## src/rtl/seq_alu_pkg.sv

```systemverilog
// Shared opcodes and FSM state encoding for the sequential ALU.
// Imported by the top-level datapath and the bench.
package seq_alu_pkg;

  localparam logic [1:0] OP_ADD = 2'b00;
  localparam logic [1:0] OP_SUB = 2'b01;
  localparam logic [1:0] OP_MUL = 2'b10;
  localparam logic [1:0] OP_REM = 2'b11;

  typedef enum logic [1:0] {
    IDLE = 2'd0,
    MUL  = 2'd1,
    DIV  = 2'd2,
    DONE = 2'd3
  } state_t;

endpackage

```

## src/rtl/seq_alu_if.sv

```systemverilog
// Request/response bundle of the sequential ALU: valid/ready in, valid/ready out.
// master drives operations and accepts results; slave is the ALU itself.
interface seq_alu_if #(
  parameter int WIDTH = 8
) ();

  logic                 in_valid;
  logic                 in_ready;
  logic [WIDTH-1:0]     num1;
  logic [WIDTH-1:0]     num2;
  logic [1:0]           sel;
  logic                 out_valid;
  logic                 out_ready;
  logic [2*WIDTH-1:0]   result;
  logic                 zero_flag;
  logic                 div_by_zero_flag;

  modport master (
    output in_valid, num1, num2, sel, out_ready,
    input  in_ready, out_valid, result, zero_flag, div_by_zero_flag
  );

  modport slave (
    input  in_valid, num1, num2, sel, out_ready,
    output in_ready, out_valid, result, zero_flag, div_by_zero_flag
  );

endinterface

```

## src/rtl/seq_alu_divstep.sv

```systemverilog
// One restoring-division step: shift in a dividend bit, trial-subtract the divisor, restore on underflow.
// Purely combinational; the remainder stays below the divisor so WIDTH+1 bits never overflow.
module seq_alu_divstep #(
  parameter int WIDTH = 8
) (
  input  logic [WIDTH:0]   i_rem,
  input  logic             i_bit,
  input  logic [WIDTH-1:0] i_div,
  output logic [WIDTH:0]   o_rem,
  output logic             o_q
);

  logic [WIDTH+1:0] w_shift;
  logic [WIDTH:0]   w_diff;

  assign w_shift = {i_rem, i_bit};
  assign o_q     = (w_shift >= {2'b00, i_div});
  // When the subtract succeeds the true difference is below 2^(WIDTH+1), so modular math is exact.
  assign w_diff  = w_shift[WIDTH:0] - {1'b0, i_div};
  assign o_rem   = o_q ? w_diff : w_shift[WIDTH:0];

endmodule

```

## src/rtl/seq_alu.sv

```systemverilog
// Multi-cycle ALU: ADD/SUB/REM-by-zero finish in 1 cycle, MUL/REM take WIDTH+1 cycles.
// One operation in flight; result is held in DONE until out_ready, input is refused until then.
module seq_alu
  import seq_alu_pkg::*;
#(
  parameter int WIDTH = 8
) (
  input  logic clk,
  input  logic rst_n,
  seq_alu_if.slave bus
);

  localparam int CW = $clog2(WIDTH + 1);

  state_t               r_state;
  state_t               w_state_nxt;
  logic [CW-1:0]        r_cnt;
  logic [WIDTH:0]       r_hi;
  logic [WIDTH-1:0]     r_lo;
  logic [WIDTH-1:0]     r_opb;
  logic [2*WIDTH-1:0]   r_result;
  logic                 r_zero;
  logic                 r_dbz;

  logic [2*WIDTH-1:0]   w_res_nxt;
  logic                 w_zero_nxt;
  logic                 w_dbz_nxt;
  logic                 w_last;
  logic [WIDTH:0]       w_add;
  logic [WIDTH:0]       w_sub;
  logic [WIDTH-1:0]     w_addend;
  logic [WIDTH:0]       w_sum;
  logic [WIDTH:0]       w_rem_nxt;
  logic                 w_q;
  logic [2*WIDTH-1:0]   w_prod;
  logic [2*WIDTH-1:0]   w_divres;

  assign w_last   = (r_cnt == CW'(WIDTH - 1));
  assign w_add    = {1'b0, bus.num1} + {1'b0, bus.num2};
  // Bit WIDTH of the extended difference is exactly the borrow.
  assign w_sub    = {1'b0, bus.num1} - {1'b0, bus.num2};

  // Shift-add: r_hi is the running upper half, r_lo the multiplier shifting out as product bits shift in.
  assign w_addend = r_lo[0] ? r_opb : '0;
  assign w_sum    = r_hi + {1'b0, w_addend};
  assign w_prod   = {w_sum, r_lo[WIDTH-1:1]};

  seq_alu_divstep #(.WIDTH(WIDTH)) u_divstep (
    .i_rem (r_hi),
    .i_bit (r_lo[WIDTH-1]),
    .i_div (r_opb),
    .o_rem (w_rem_nxt),
    .o_q   (w_q)
  );

  assign w_divres = {r_lo[WIDTH-2:0], w_q, w_rem_nxt[WIDTH-1:0]};

  always_ff @(posedge clk or negedge rst_n) begin
    if (!rst_n) begin
      r_state <= IDLE;
    end else begin
      r_state <= w_state_nxt;
    end
  end

  always_comb begin
    w_state_nxt = r_state;
    w_res_nxt   = r_result;
    w_zero_nxt  = r_zero;
    w_dbz_nxt   = r_dbz;
    case (r_state)
      IDLE: begin
        if (bus.in_valid) begin
          case (bus.sel)
            OP_ADD: begin
              w_state_nxt = DONE;
              w_res_nxt   = {{(WIDTH-1){1'b0}}, w_add};
              w_zero_nxt  = (w_add == '0);
              w_dbz_nxt   = 1'b0;
            end
            OP_SUB: begin
              w_state_nxt = DONE;
              w_res_nxt   = {{(WIDTH-1){1'b0}}, w_sub};
              w_zero_nxt  = (w_sub == '0);
              w_dbz_nxt   = 1'b0;
            end
            OP_MUL: w_state_nxt = MUL;
            default: begin
              if (bus.num2 == '0) begin
                w_state_nxt = DONE;
                w_res_nxt   = {{WIDTH{1'b0}}, bus.num1};
                w_zero_nxt  = (bus.num1 == '0);
                w_dbz_nxt   = 1'b1;
              end else begin
                w_state_nxt = DIV;
              end
            end
          endcase
        end
      end
      MUL: begin
        if (w_last) begin
          w_state_nxt = DONE;
          w_res_nxt   = w_prod;
          w_zero_nxt  = (w_prod == '0);
          w_dbz_nxt   = 1'b0;
        end
      end
      DIV: begin
        if (w_last) begin
          w_state_nxt = DONE;
          w_res_nxt   = w_divres;
          w_zero_nxt  = (w_rem_nxt == '0);
          w_dbz_nxt   = 1'b0;
        end
      end
      DONE: begin
        if (bus.out_ready) begin
          w_state_nxt = IDLE;
        end
      end
      default: w_state_nxt = IDLE;
    endcase
  end

  always_ff @(posedge clk or negedge rst_n) begin
    if (!rst_n) begin
      r_cnt    <= '0;
      r_hi     <= '0;
      r_lo     <= '0;
      r_opb    <= '0;
      r_result <= '0;
      r_zero   <= 1'b0;
      r_dbz    <= 1'b0;
    end else begin
      r_result <= w_res_nxt;
      r_zero   <= w_zero_nxt;
      r_dbz    <= w_dbz_nxt;
      case (r_state)
        IDLE: begin
          if (bus.in_valid) begin
            r_hi  <= '0;
            r_lo  <= bus.num1;
            r_opb <= bus.num2;
            r_cnt <= '0;
          end
        end
        MUL: begin
          r_hi  <= {1'b0, w_sum[WIDTH:1]};
          r_lo  <= {w_sum[0], r_lo[WIDTH-1:1]};
          r_cnt <= r_cnt + CW'(1);
        end
        DIV: begin
          r_hi  <= w_rem_nxt;
          r_lo  <= {r_lo[WIDTH-2:0], w_q};
          r_cnt <= r_cnt + CW'(1);
        end
        default: ;
      endcase
    end
  end

  assign bus.in_ready         = (r_state == IDLE);
  assign bus.out_valid        = (r_state == DONE);
  assign bus.result           = r_result;
  assign bus.zero_flag        = r_zero;
  assign bus.div_by_zero_flag = r_dbz;

endmodule

```

## src/flat_wrapper.sv

```systemverilog
// flat-port wrapper written by rule: the top's interface ports become plain ports
module seq_alu_flat import seq_alu_pkg::*;
#(
  parameter int WIDTH = 8
)
  (clk, rst_n, bus_in_valid, bus_num1, bus_num2, bus_sel, bus_out_ready, bus_in_ready, bus_out_valid, bus_result, bus_zero_flag, bus_div_by_zero_flag);
  seq_alu_if #(.WIDTH(WIDTH)) bus_i ();
  input  logic clk;
  input  logic rst_n;
  input wire logic [$bits(bus_i.in_valid)-1:0] bus_in_valid;
  input wire logic [$bits(bus_i.num1)-1:0] bus_num1;
  input wire logic [$bits(bus_i.num2)-1:0] bus_num2;
  input wire logic [$bits(bus_i.sel)-1:0] bus_sel;
  input wire logic [$bits(bus_i.out_ready)-1:0] bus_out_ready;
  output wire logic [$bits(bus_i.in_ready)-1:0] bus_in_ready;
  output wire logic [$bits(bus_i.out_valid)-1:0] bus_out_valid;
  output wire logic [$bits(bus_i.result)-1:0] bus_result;
  output wire logic [$bits(bus_i.zero_flag)-1:0] bus_zero_flag;
  output wire logic [$bits(bus_i.div_by_zero_flag)-1:0] bus_div_by_zero_flag;
  assign bus_i.in_valid = bus_in_valid;
  assign bus_i.num1 = bus_num1;
  assign bus_i.num2 = bus_num2;
  assign bus_i.sel = bus_sel;
  assign bus_i.out_ready = bus_out_ready;
  assign bus_in_ready = bus_i.in_ready;
  assign bus_out_valid = bus_i.out_valid;
  assign bus_result = bus_i.result;
  assign bus_zero_flag = bus_i.zero_flag;
  assign bus_div_by_zero_flag = bus_i.div_by_zero_flag;
  seq_alu #(.WIDTH(WIDTH)) u_core (.clk(clk), .rst_n(rst_n), .bus(bus_i));
endmodule
```

## config.mk

```make
export PLATFORM = sky130hd
export DESIGN_NAME = seq_alu_flat
export DESIGN_NICKNAME = d
export VERILOG_FILES = /design/src/rtl/seq_alu_pkg.sv /design/src/rtl/seq_alu_if.sv /design/src/rtl/seq_alu_divstep.sv /design/src/rtl/seq_alu.sv /design/src/flat_wrapper.sv
export SDC_FILE = /design/constraint.sdc
export NUM_CORES = 1
export LEC_CHECK = 0
export CORE_MARGIN = 4
export CORE_UTILIZATION = 55
export DETAILED_ROUTE_END_ITERATION = 8
export PLACE_DENSITY = 0.89
export RECOVER_POWER = 50
export SETUP_SLACK_MARGIN = 0.5
export SYNTH_ARGS = -nofsm -noshare
export SYNTH_HDL_FRONTEND = slang
export SYNTH_SLANG_ARGS = --single-unit
```

## constraint.sdc

```tcl
create_clock -name clk -period 3.4 [get_ports clk]
set_clock_uncertainty 0.05 [all_clocks]
set_input_delay 0.51 -clock clk [delete_from_list [all_inputs] [get_ports clk]]
set_output_delay 0.51 -clock clk [all_outputs]
set_load 0.01 [all_outputs]
```

==> reports/metrics.yaml <==
outcome:
  status: "finished with violations"
  violations: "capacitance limit, slew limit"
sta:
  setup_viol: 0
  slew_viol_final: 31
  period_share_pct: 91.93
  finalCriticalPeriod_ns: 3.126
  fin_ws_ns: 0.2745
  timing.slew.headroom_pct: -8.433
  rsz0062_at_grt: "yes"
  hold_ws_ns: 0.4426
  tns_ns: 0
  tightest_slew_ns: 1.626
  hold_violations: 0
  clock.fmax_ghz: 0.3199
grt:
  grt_busiest_layer: "met2"
  use_met1_pct: 35.34
  grt-ovfl-total: 0
  use_met2_pct: 45.54
  antenna_found_initial: 0
  grt_util_met3_pct: 4.666
  track_usage_pct: 27.25
  grt_pass1_vias: 4324
  grt_max_degree: 41
  grt_pass1_wl_um: 21130
pwr:
  power_density_mw_per_mm2: 982.5
  p_leak_nw: 2.369
  finalPower_mw: 5.253
  vdd_drop_max_mv: 0.3908
layout:
  layout-drive-gt1-share_pct: 17.00
  fin_nets: 657
  final_util_pct: 69.19
  area_growth_pct: 22.54
  fillers: 594
  multi_input_area_mm2: 0.003107
  fin_area_mm2: 0.005346
  n_antenna_cell: 0
  layout_commonest_cell: "nand2_1"
  stdcell_count: 696
  final_cell_mix: "nand2_1, dfrtp_1, o21ai_0"
  seq_area_mm2: 0.001231
logic_synthesis:
  synth_edf_count: 0
  seq_area_frac_synth_pct: 28.10
  synth_top_flop_cell: "dfrtp_1"
  synth_nets: 602
  synth_cell_types: 70
  yosys_warnings: 0
  synthCells: 538
  synth_area_mm2: 0.004363
  async_reset_ff_share_pct: 100.0
  ys_ff_latch: 49
  syn_avg_cell_area_um2: 8.110
place:
  gp_congestion: 0.9664
  portBuffers: 41
  place_area_mm2: 0.004972
  dp_cells: 677
  dp_hpwl_um: 9815
  dp_slack_ns: -0.03652
worst_setup_path:
  critPathTopFamily: "compound AO/OA/AOI/OAI gates"
  cp_num_buf_inv: 0
  crit_slowest_cell: "or4_1"
  rr_worst_depth: 11
  worst_ep_required_time_ns: 3.58
  endpoint_kind: "flip-flop"
  reg2reg_slack_ns: 0.27
  worstPathArrival_ns: 3.31
  critPathMaxFanout: 3
  r2r-end: "u_core.bus.zero_flag"
  r2r_start: "u_core.r_lo[0]"
  slowest_delay_ns: 0.49
  cp_cell_sequence: "and2_4 -> ha_4 -> fa_2 -> a21o_1 -> a221o_1 -> nor3_1 -> o21bai_1 -> xor2_1 -> or4_1 -> o311a_1 -> o31ai_2"
  critPathLaunchType: "flip-flop"
  worstSetupPathType: "reg2reg"
clocking:
  numClockSinks: 49
  clockBufferDepth: 2
  clk-insertion-delay-late_ns: 0.32
  hold_buffers: 0
  htreeDepth: 2
  cts_tree: "built"
  cts-root-buf: "clkbuf_8"
  clk_pin_slew_ns: 0.10
  cts_buffers: 5
drt:
  viasPerCell: 6.328
  drtIter0Drc: 416
  drtPass1Iterations: 6
  drc: 0
  num_vias: 4404
  ant_nets: 0
  wl_per_cell_um: 18.86
  finalWirelength_um: 13120
job:
  maxCapViolations: 1
min_path:
  min_path_type: "reg2reg"
  worst_hold_path.endpoint: "u_core.bus.result[13]"
  hp-start: "u_core.bus.result[13]"
  holdPathStages: 2
die:
  rows: 32
  dieWidth_um: 97.07
  initial_core_util_pct: 56.46
  io_pins: 42
  die-area_mm2: 0.009422
  die_y_um: 97.07
  coreArea_mm2: 0.007727
[cell families (layout without fill, tap and decap cells)]
group                    Yosys count  in the layout  share of synthesized area (%)
AO/OA/AOI/OAI                    167            167                          25.35
AND/OR/NAND/NOR                  186            186                          20.91
adder cells (fa/ha/maj)           42             42                          12.73
multiplexers                      16             16                          3.786
flip-flops                        49             49                          28.10
buffers and inverters             58            114                          5.105
XOR/XNOR                          20             20                          4.015
[worst min-delay path, delay by kind of cell (launching register included)]
family | cells | cell delay [ns]
flops | 1 | 0.35
simple gates | 1 | 0.05
compound gates | 1 | 0.06
[report_power, final]
part	internal, mW	switching, mW
clock	0.150	0.227
sequential	0.846	0.260
combinational	1.60	2.17
total	2.60	2.66
[flip-flops by register name, summed over array words and instances, names as in the netlist]
name	count
u_core.r_lo	8
u_core.bus.result	16
u_core.bus.zero_flag	1
u_core.r_cnt	4
u_core.r_state	2
u_core.bus.div_by_zero_flag	1
u_core.r_opb	8
u_core.r_hi	9
[synthesized netlist by cell type (4+ instances only)]
| master | n | area, um^2 |
|---|---|---|
| nor2b_1 | 4 | 25.02 |
| xnor2_1 | 11 | 96.34 |
| a22oi_1 | 4 | 30.03 |
| a31oi_1 | 5 | 31.28 |
| nor2_1 | 35 | 131.4 |
| ha_1 | 38 | 475.5 |
| nand2_1 | 79 | 296.5 |
| o21a_1 | 4 | 30.03 |
| o21bai_1 | 4 | 30.03 |
| fa_1 | 4 | 80.08 |
| a21oi_1 | 31 | 155.2 |
| a211oi_1 | 7 | 52.55 |
| mux2i_1 | 12 | 120.1 |
| nor3_1 | 11 | 55.05 |
| o211ai_1 | 4 | 30.03 |
| clkbuf_1 | 22 | 82.58 |
| nand2b_1 | 6 | 37.54 |
| dfrtp_1 | 49 | 1226 |
| nand3_1 | 6 | 30.03 |
| and2_1 | 13 | 81.33 |
| o21ai_0 | 46 | 230.2 |
| o31ai_1 | 12 | 90.09 |
| a21o_1 | 9 | 67.56 |
| or3_1 | 4 | 25.02 |
| xor2_1 | 9 | 78.83 |
| buf_1 | 4 | 15.01 |
| nor4_1 | 5 | 31.28 |
| inv_1 | 29 | 108.9 |
[per-layer routing]
| layer | up-vias | share of wire (%) |
|---|---|---|
| met4 | 0 | 3.9 |
| met3 | 47 | 8.1 |
| met5 | - | 0 |
| met1 | 2085 | 41 |
| met2 | 230 | 47 |
| li1 | 2042 | - |
[repair_timing]
item | in CTS | in global routing
pin swaps | 21 | 6
buffers inserted | 10 | 1
setup endpoints to repair | 7 | 15
gates resized for setup | 34 | 27
[layout make-up]
| type | instances | area share [%] |
|---|---|---|
| clock buffer | 5 | 1.287 |
| clock inverter | 3 | 0.4915 |
| tap | 102 | 2.387 |
| sequential | 49 | 23.03 |
| inverter | 31 | 2.247 |
| multi-input combinational | 431 | 58.11 |
| timing repair buffer | 75 | 12.45 |
[worst max-delay path by stage]
stage | startpoint | endpoint | depth (start not counted)
6_report | u_core.r_lo[0] | u_core.bus.zero_flag | 11
5_1_grt | u_core.r_lo[0] | u_core.bus.zero_flag | 11
4_1_cts | u_core.r_lo[0] | u_core.bus.zero_flag | 11
3_5_place_dp | bus_num2[0] | u_core.bus.zero_flag | 9
3_3_place_gp | bus_num2[0] | u_core.bus.zero_flag | 9
2_1_floorplan | u_core.r_lo[7] | u_core.bus.zero_flag | 11
Power figures use the tool's default switching activity.
